--- src/rtl/alu_seq_pkg.sv ---
// Shared definitions for the multi-cycle MUL/DIVU/REMU sequencer.
package alu_seq_pkg;

    localparam int ITERS_DEF = 32;

    localparam logic [1:0] OP_MUL  = 2'd0;
    localparam logic [1:0] OP_DIVU = 2'd1;
    localparam logic [1:0] OP_REMU = 2'd2;

    localparam logic [3:0] ALU_AND = 4'd0;
    localparam logic [3:0] ALU_OR  = 4'd1;
    localparam logic [3:0] ALU_ADD = 4'd2;
    localparam logic [3:0] ALU_SUB = 4'd3;

    typedef enum logic [1:0] {
        IDLE = 2'd0,
        CALC = 2'd1,
        DONE = 2'd2
    } state_t;

endpackage

--- src/rtl/alu_seq_ctrl.sv ---
// Sequencer driving an external ALU through ADD/SUB steps for MUL, DIVU and REMU.
// Divide support is compiled in only when ALU_SEQ_DIV_EN is defined.
module alu_seq_ctrl
    import alu_seq_pkg::*;
#(
    parameter int ITERS = ITERS_DEF
) (
    input  logic        clk,
    input  logic        rst_n,
    input  logic        req_valid,
    output logic        req_ready,
    input  logic [1:0]  req_op,
    input  logic [31:0] req_a,
    input  logic [31:0] req_b,
    output logic        rsp_valid,
    input  logic        rsp_ready,
    output logic [31:0] rsp_result,
    output logic        rsp_err,
    output logic [3:0]  alu_control,
    output logic [31:0] alu_op1,
    output logic [31:0] alu_op2,
    input  logic [31:0] alu_result
);

    localparam int CW = $clog2(ITERS);
    localparam logic [CW-1:0] LAST = CW'(ITERS - 1);

    state_t        state_reg;
    logic [CW-1:0] count_reg;
    logic          req_ready_reg;
    logic          rsp_valid_reg;
    logic [31:0]   result_reg;
    logic          err_reg;
    logic [31:0]   acc_reg;
    logic [31:0]   mcand_reg;
    logic [31:0]   mplier_reg;
    logic [31:0]   acc_next;

`ifdef ALU_SEQ_DIV_EN
    logic [1:0]    op_reg;
    logic [31:0]   rem_reg;
    logic [31:0]   quo_reg;
    logic [31:0]   divisor_reg;
    logic [32:0]   shifted;
    logic          div_ge;
    logic [31:0]   rem_next;
    logic [31:0]   quo_next;
`endif

    always_comb begin
        acc_next    = mplier_reg[0] ? alu_result : acc_reg;
        alu_control = 4'd0;
        alu_op1     = 32'd0;
        alu_op2     = 32'd0;
`ifdef ALU_SEQ_DIV_EN
        shifted  = {rem_reg, quo_reg[31]};
        // 33-bit compare: the shifted-out bit can make the partial remainder exceed 2^32-1
        div_ge   = (shifted >= {1'b0, divisor_reg});
        rem_next = div_ge ? alu_result : shifted[31:0];
        quo_next = {quo_reg[30:0], div_ge};
        if (state_reg == CALC) begin
            if (op_reg == OP_MUL) begin
                alu_control = ALU_ADD;
                alu_op1     = acc_reg;
                alu_op2     = mcand_reg;
            end else begin
                alu_control = ALU_SUB;
                alu_op1     = shifted[31:0];
                alu_op2     = divisor_reg;
            end
        end
`else
        if (state_reg == CALC) begin
            alu_control = ALU_ADD;
            alu_op1     = acc_reg;
            alu_op2     = mcand_reg;
        end
`endif
    end

    always_ff @(posedge clk) begin
        if (!rst_n) begin
            state_reg     <= IDLE;
            count_reg     <= '0;
            req_ready_reg <= 1'b1;
            rsp_valid_reg <= 1'b0;
            result_reg    <= '0;
            err_reg       <= 1'b0;
            acc_reg       <= '0;
            mcand_reg     <= '0;
            mplier_reg    <= '0;
`ifdef ALU_SEQ_DIV_EN
            op_reg        <= OP_MUL;
            rem_reg       <= '0;
            quo_reg       <= '0;
            divisor_reg   <= '0;
`endif
        end else begin
            case (state_reg)
                IDLE: begin
                    if (req_valid) begin
                        req_ready_reg <= 1'b0;
                        count_reg     <= '0;
                        acc_reg       <= '0;
                        mcand_reg     <= req_a;
                        mplier_reg    <= req_b;
`ifdef ALU_SEQ_DIV_EN
                        op_reg        <= req_op;
                        rem_reg       <= '0;
                        quo_reg       <= req_a;
                        divisor_reg   <= req_b;
`endif
                        case (req_op)
                            OP_MUL: state_reg <= CALC;
`ifdef ALU_SEQ_DIV_EN
                            OP_DIVU, OP_REMU: begin
                                if (req_b == 32'd0) begin
                                    state_reg     <= DONE;
                                    rsp_valid_reg <= 1'b1;
                                    err_reg       <= 1'b1;
                                    result_reg    <= (req_op == OP_DIVU) ? 32'hFFFF_FFFF : req_a;
                                end else begin
                                    state_reg <= CALC;
                                end
                            end
`endif
                            default: begin
                                state_reg     <= DONE;
                                rsp_valid_reg <= 1'b1;
                                err_reg       <= 1'b1;
                                result_reg    <= '0;
                            end
                        endcase
                    end
                end
                CALC: begin
                    count_reg  <= count_reg + 1'b1;
                    acc_reg    <= acc_next;
                    mcand_reg  <= {mcand_reg[30:0], 1'b0};
                    mplier_reg <= {1'b0, mplier_reg[31:1]};
`ifdef ALU_SEQ_DIV_EN
                    rem_reg    <= rem_next;
                    quo_reg    <= quo_next;
`endif
                    if (count_reg == LAST) begin
                        count_reg     <= '0;
                        state_reg     <= DONE;
                        rsp_valid_reg <= 1'b1;
                        err_reg       <= 1'b0;
`ifdef ALU_SEQ_DIV_EN
                        case (op_reg)
                            OP_DIVU: result_reg <= quo_next;
                            OP_REMU: result_reg <= rem_next;
                            default: result_reg <= acc_next;
                        endcase
`else
                        result_reg    <= acc_next;
`endif
                    end
                end
                DONE: begin
                    // req_ready comes back one cycle after the response handshake
                    if (rsp_ready) begin
                        state_reg     <= IDLE;
                        rsp_valid_reg <= 1'b0;
                        req_ready_reg <= 1'b1;
                    end
                end
                default: begin
                    state_reg     <= IDLE;
                    rsp_valid_reg <= 1'b0;
                    req_ready_reg <= 1'b1;
                end
            endcase
        end
    end

    assign req_ready  = req_ready_reg;
    assign rsp_valid  = rsp_valid_reg;
    assign rsp_result = result_reg;
    assign rsp_err    = err_reg;

endmodule

--- config.mk ---
export PLATFORM = sky130hd
export DESIGN_NAME = alu_seq_ctrl
export DESIGN_NICKNAME = d
export VERILOG_FILES = /design/src/rtl/alu_seq_pkg.sv /design/src/rtl/alu_seq_ctrl.sv
export SDC_FILE = /design/constraint.sdc
export NUM_CORES = 1
export LEC_CHECK = 0
export CAP_MARGIN = 15
export CORE_MARGIN = 1
export CORE_UTILIZATION = 42
export DETAILED_ROUTE_END_ITERATION = 6
export GPL_ROUTABILITY_DRIVEN = 0
export PLACE_DENSITY = 0.82
export SYNTH_ARGS = -nofsm -noshare
export SYNTH_HDL_FRONTEND = slang
export SYNTH_SLANG_ARGS = --single-unit
--- constraint.sdc ---
create_clock -name clk -period 1.7 [get_ports clk]
set_input_delay 0.34 -clock clk [delete_from_list [all_inputs] [get_ports clk]]
set_output_delay 0.34 -clock clk [all_outputs]
set_load 0.03 [all_outputs]
## Yosys cells after proc, flatten, opt, wreduce, memory -nomap -nowiden

Index checks and enable logic that the tools add are counted.
Widths: inputs -> output; s select.

- Register bits after elaboration: 138
- Bits of input ports: 102
- Output and inout bits: 103
- Word-level logic and storage cells: 58

- Add/sub/neg operators: 1
- Equality and inequality tests: 7
- Multiplexer cells: 32
- Bitwise logic cells: 1
- Reductions and logical operators: 8

Operators with widths:

| cell | count |
|---|---|
| $mux 32 | 9 |
| $pmux 32 s2 | 4 |
| $mux 2 | 5 |
| $mux 5 | 2 |
| $pmux 5 s2 | 1 |
| $reduce_and 4->1 | 2 |
| $mux 1 | 7 |
| $ne 2x2->1 const B | 3 |
| $pmux 1 s3 | 2 |
| $pmux 2 s3 | 1 |
| $reduce_and 3->1 | 2 |
| $add 5x1->5 const B | 1 |
| $eq 5x5->1 const B | 1 |
| $logic_not 2->1 | 2 |
| $eq 2x1->1 const B | 1 |
| $eq 2x2->1 const B | 1 |
| $ne 2x1->1 const B | 1 |
| $pmux 1 s2 | 1 |
| $reduce_and 2->1 | 1 |
| $reduce_bool 2->1 | 1 |
| $not 1->1 | 1 |

## Longest topological paths before layout

- Depth in word-level cells: 4
- Gate-level depth with buffers: 9
- Gate-level depth less buffers: 7

## Worst setup path before layout

Ideal clock, no wire load.

- Kind: register -> output
- Start point: register state_reg[1]
- End point: output port alu_op1[10]
- Arrival time: 1.532 ns
- Data required time: 1.360 ns
- Slack: -0.172 ns
- Cell stages (with the launch flop): 7
- Path buffers: 3
- Cell sequence: dfxtp_1 -> buf_4 -> nand2b_4 -> buf_6 -> inv_4 -> clkbuf_1 -> and2_1

- Longest elaborated chain between the ends: 2

RTL lines:

| element | line | source |
|---|---|---|
| from (decl) | alu_seq_ctrl.sv:28 | `state_t state_reg;` |
| from (signal assigned) | alu_seq_ctrl.sv:83 | `state_reg <= IDLE;` |
| from (signal assigned) | alu_seq_ctrl.sv:114 | `OP_MUL: state_reg <= CALC;` |
| from (signal assigned) | alu_seq_ctrl.sv:128 | `state_reg <= DONE;` |
| $eq 2x1->1 | alu_seq_ctrl.sv:73 | `if (state_reg == CALC) begin` |
| $mux 32 | alu_seq_ctrl.sv:73 |  |
| to (decl) | alu_seq_ctrl.sv:20 | `output logic [31:0] alu_op1,` |

No other way between the ends.

## Worst setup path after layout

- Start point: register state_reg[1]
- End point: output port alu_op2[8]

- Longest elaborated chain between the ends: 2

RTL lines:

| element | line | source |
|---|---|---|
| $eq 2x1->1 | alu_seq_ctrl.sv:73 |  |
| $mux 32 | alu_seq_ctrl.sv:73 |  |
| to (decl) | alu_seq_ctrl.sv:21 | `output logic [31:0] alu_op2,` |

No other way between the ends.

==> impl_metrics.toml <==
[run_status]
status = "finished with violations"
violations = "DRC, setup timing"

[logic_synthesis]
ys_seq_area_share_pct = 43.30
synth-seq-cells = 138
synth_area_per_cell_um2 = 8.692
synth_cells = 734
synth_ff_type = "dfxtp_1"
yosys_warnings = 0
synth-async-reset-ratio_pct = 0
syn-cell-area_um2 = 6380
synth_edf_count = 0
ys_types = 42

[power]
finalPower_mw = 8.959
power.leakage_nw = 4.353
power.density_nw_per_um2 = 923.1
irDropWorstVdd_uv = 685.3

[timing]
max_freq_mhz = 542.2
rsz0062_at_grt = "true"
hold_viol_final = 0
setup_viol = 64
slew_viol_final = 0
slew_headroom_pct = 63.30
skew_ps = 6.180
fin_crit_sh_pct = 108.5
fin_crit_ps = 1844
tightest_slew_ps = 550.5
setup_slack_ps = -144.5

[floorplan]
die_x_um = 125.3
num_rows = 44
die_area_um2 = 15690
chipHeight_um = 125.3
initial_core_util_pct = 43.40
io_pins = 205
coreArea_um2 = 14700

[routing]
wl_um = 17480
vias_per_cell = 5.194
firstDrtPassIters = 7
antenna_left = 0
drc = 11
drt_iter0_drc = 345
wl_per_cell_um = 15.32
num_vias = 5926

[place]
dp_slack_ps = -268.1
dp_hpwl_um = 10520
portBuffers = 201

[clock_tree]
cts_root_buf = "clkbuf_16"
cts_inserted_buffers = 17
clk_path_buf_depth = 2
clk_latency_ps = 410
cts_max_level = 4
cts_hold_buffers = 0
clkTransAtPathRegs_ps = 60
cts.sinks = 138
cts_tree = "built"

[global_route]
grt_start_max_net_pins = 122
grt_pass1_vias = 5582
grt_util_all_layers_pct = 22.03
grt_pass1_wl_um = 27860
overflow = 0
antenna_found_initial = 0

[finish]
layout-drive-gt1-share_pct = 25.39
area_delta_synth_final_pct = 52.11
final_util_pct = 66.02
nets = 1048
n_antenna_cell = 0

[critical_path]
required_ps = 1360
rrSetupSlack_ps = 20
crit_type = "reg2out"
cp_cell_sequence = "nand2b_4 > inv_8 > buf_12 > clkbuf_16 > and2_4 > buf_6"
setup.worst_path.end_class = "output pin"
max_stage_delay_ps = 320
crit_slowest_cell = "dfxtp_2"
crit_start = "state_reg[1]$_SDFFE_PN0P_"
critPathMaxFanout = 8
reg2reg_from = "count_reg[1]$_SDFFE_PN0P_"
reg2regPathDepth = 9
startpoint_type = "register"
worstReg2RegEnd = "rsp_result[28]$_SDFFE_PN0P_"
cp-endpoint = "alu_op2[8]"
cp.arrival_ps = 1500

[worst_hold_path]
hold_depth = 3
hp-class = "in2reg"

[run]
drv_cap = 0
cell families (layout without fill, tap and decap cells):
group | after synthesis | in the layout | synth area share (%)
buf+inv | 69 | 290 | 6.099
other cells | 1 | 3 | 0.05878
simple gates | 280 | 280 | 21.44
fa+ha+maj | 2 | 2 | 0.3922
mux | 49 | 49 | 8.021
compound gates | 195 | 195 | 20.69
flops | 138 | 138 | 43.30
how the worst min path moves through the flow:
stage	endpoint	from
finish	req_ready$_SDFFE_PN1P_	rst_n
detailed placement	rsp_result[30]$_SDFFE_PN0P_	rsp_result[30]$_SDFFE_PN0P_
floorplan	acc_reg[0]$_SDFFE_PN0P_	acc_reg[0]$_SDFFE_PN0P_
global placement	rsp_result[25]$_SDFFE_PN0P_	rsp_result[25]$_SDFFE_PN0P_
CTS	req_ready$_SDFFE_PN1P_	rst_n
global route	req_ready$_SDFFE_PN1P_	rst_n
what timing repair did:
| action | 4_1_cts | 5_1_grt |
|---|---|---|
| gates resized for setup | 127 | 22 |
| gates cloned | 4 | 1 |
| endpoints found under the setup margin | 122 | 108 |
| pin swaps | 5 | 22 |
| setup buffers | 12 | 8 |
where the power goes:
part / internal [mW] / leakage [nW] / switching (mW) / total (mW)
Combinational: 0.791 / 2.92 / 0.733 / 1.52
Clock: 2.39 / 0.292 / 1.42 / 3.82
Sequential: 3.47 / 1.14 / 0.143 / 3.62
metrics by stage:
step | instances | TNS [ps] | area, µm² | hold WS (ps)
final | 1141 | -4931 | 9704 | 383.4
after global routing | 1141 | -10030 | 9704 | 450.1
after CTS | 1133 | -8451 | 9557 | 429.6
after detailed placement | 1085 | -11980 | 8457 | 448.1
after global placement | 1085 | -8676 | 8457 | 442.8
after floorplan | 736 | 0 | 6400 | 450.4
cell type report:
type / instances / area (µm²)
Sequential cell: 138 / 2769
Timing Repair Buffer: 256 / 2663
Clock inverter: 13 / 168.9
Multi-Input combinational cell: 529 / 3406
Fill cell: 1217 / 4995
Inverter: 2 / 15.01
Tap cell: 184 / 230.2
Clock buffer: 19 / 452.9
worst max-delay path, delay by kind of cell (launching register included):
family        cells  cell delay, ps
flops             1             320
buf+inv           4             460
simple gates      2             310
layout by cell type (no fill, tap or decap), drive strengths merged, types with 3 or more instances in the layout:
| master | instances |
|---|---|
| nand3 | 32 |
| conb | 3 |
| buf | 120 |
| mux2 | 17 |
| a22oi | 4 |
| o211a | 33 |
| o21ai | 51 |
| clkinv | 5 |
| a21oi | 82 |
| dfxtp | 138 |
| nor2b | 20 |
| a2bb2oi | 16 |
| and2 | 67 |
| clkdlybuf4s50 | 100 |
| inv | 3 |
| nor2 | 53 |
| clkbuf | 20 |
| nand2b | 3 |
| bufinv | 3 |
| clkinvlp | 4 |
| mux2i | 32 |
| nand2 | 98 |
| dlygate4sd2 | 35 |
synth_stat cells, drive strengths merged (3+ instances only):
cell type | count | area share, %
nor2 | 53 | 3.2
nand2b | 3 | 0.41
nand3 | 32 | 2.5
nand2 | 98 | 5.8
o21ai | 51 | 4.0
mux2i | 32 | 5.0
o211a | 33 | 5.2
a21oi | 82 | 6.5
nor2b | 20 | 2.0
a2bb2oi | 16 | 3.1
clkbuf | 21 | 1.3
and2 | 67 | 6.6
dfxtp | 138 | 43
mux2 | 17 | 3.0
a22oi | 4 | 0.47
buf | 46 | 4.7
per-layer routing:
metal	track usage, %	wire, µm	vias to the layer above
met4	6.600	285	0
met5	0	0	-
li1	-	-	2947
met2	36.21	8429	153
met3	7.060	995	23
met1	27.50	7772	2803
No activity file was read; power rests on OpenSTA's default activity.
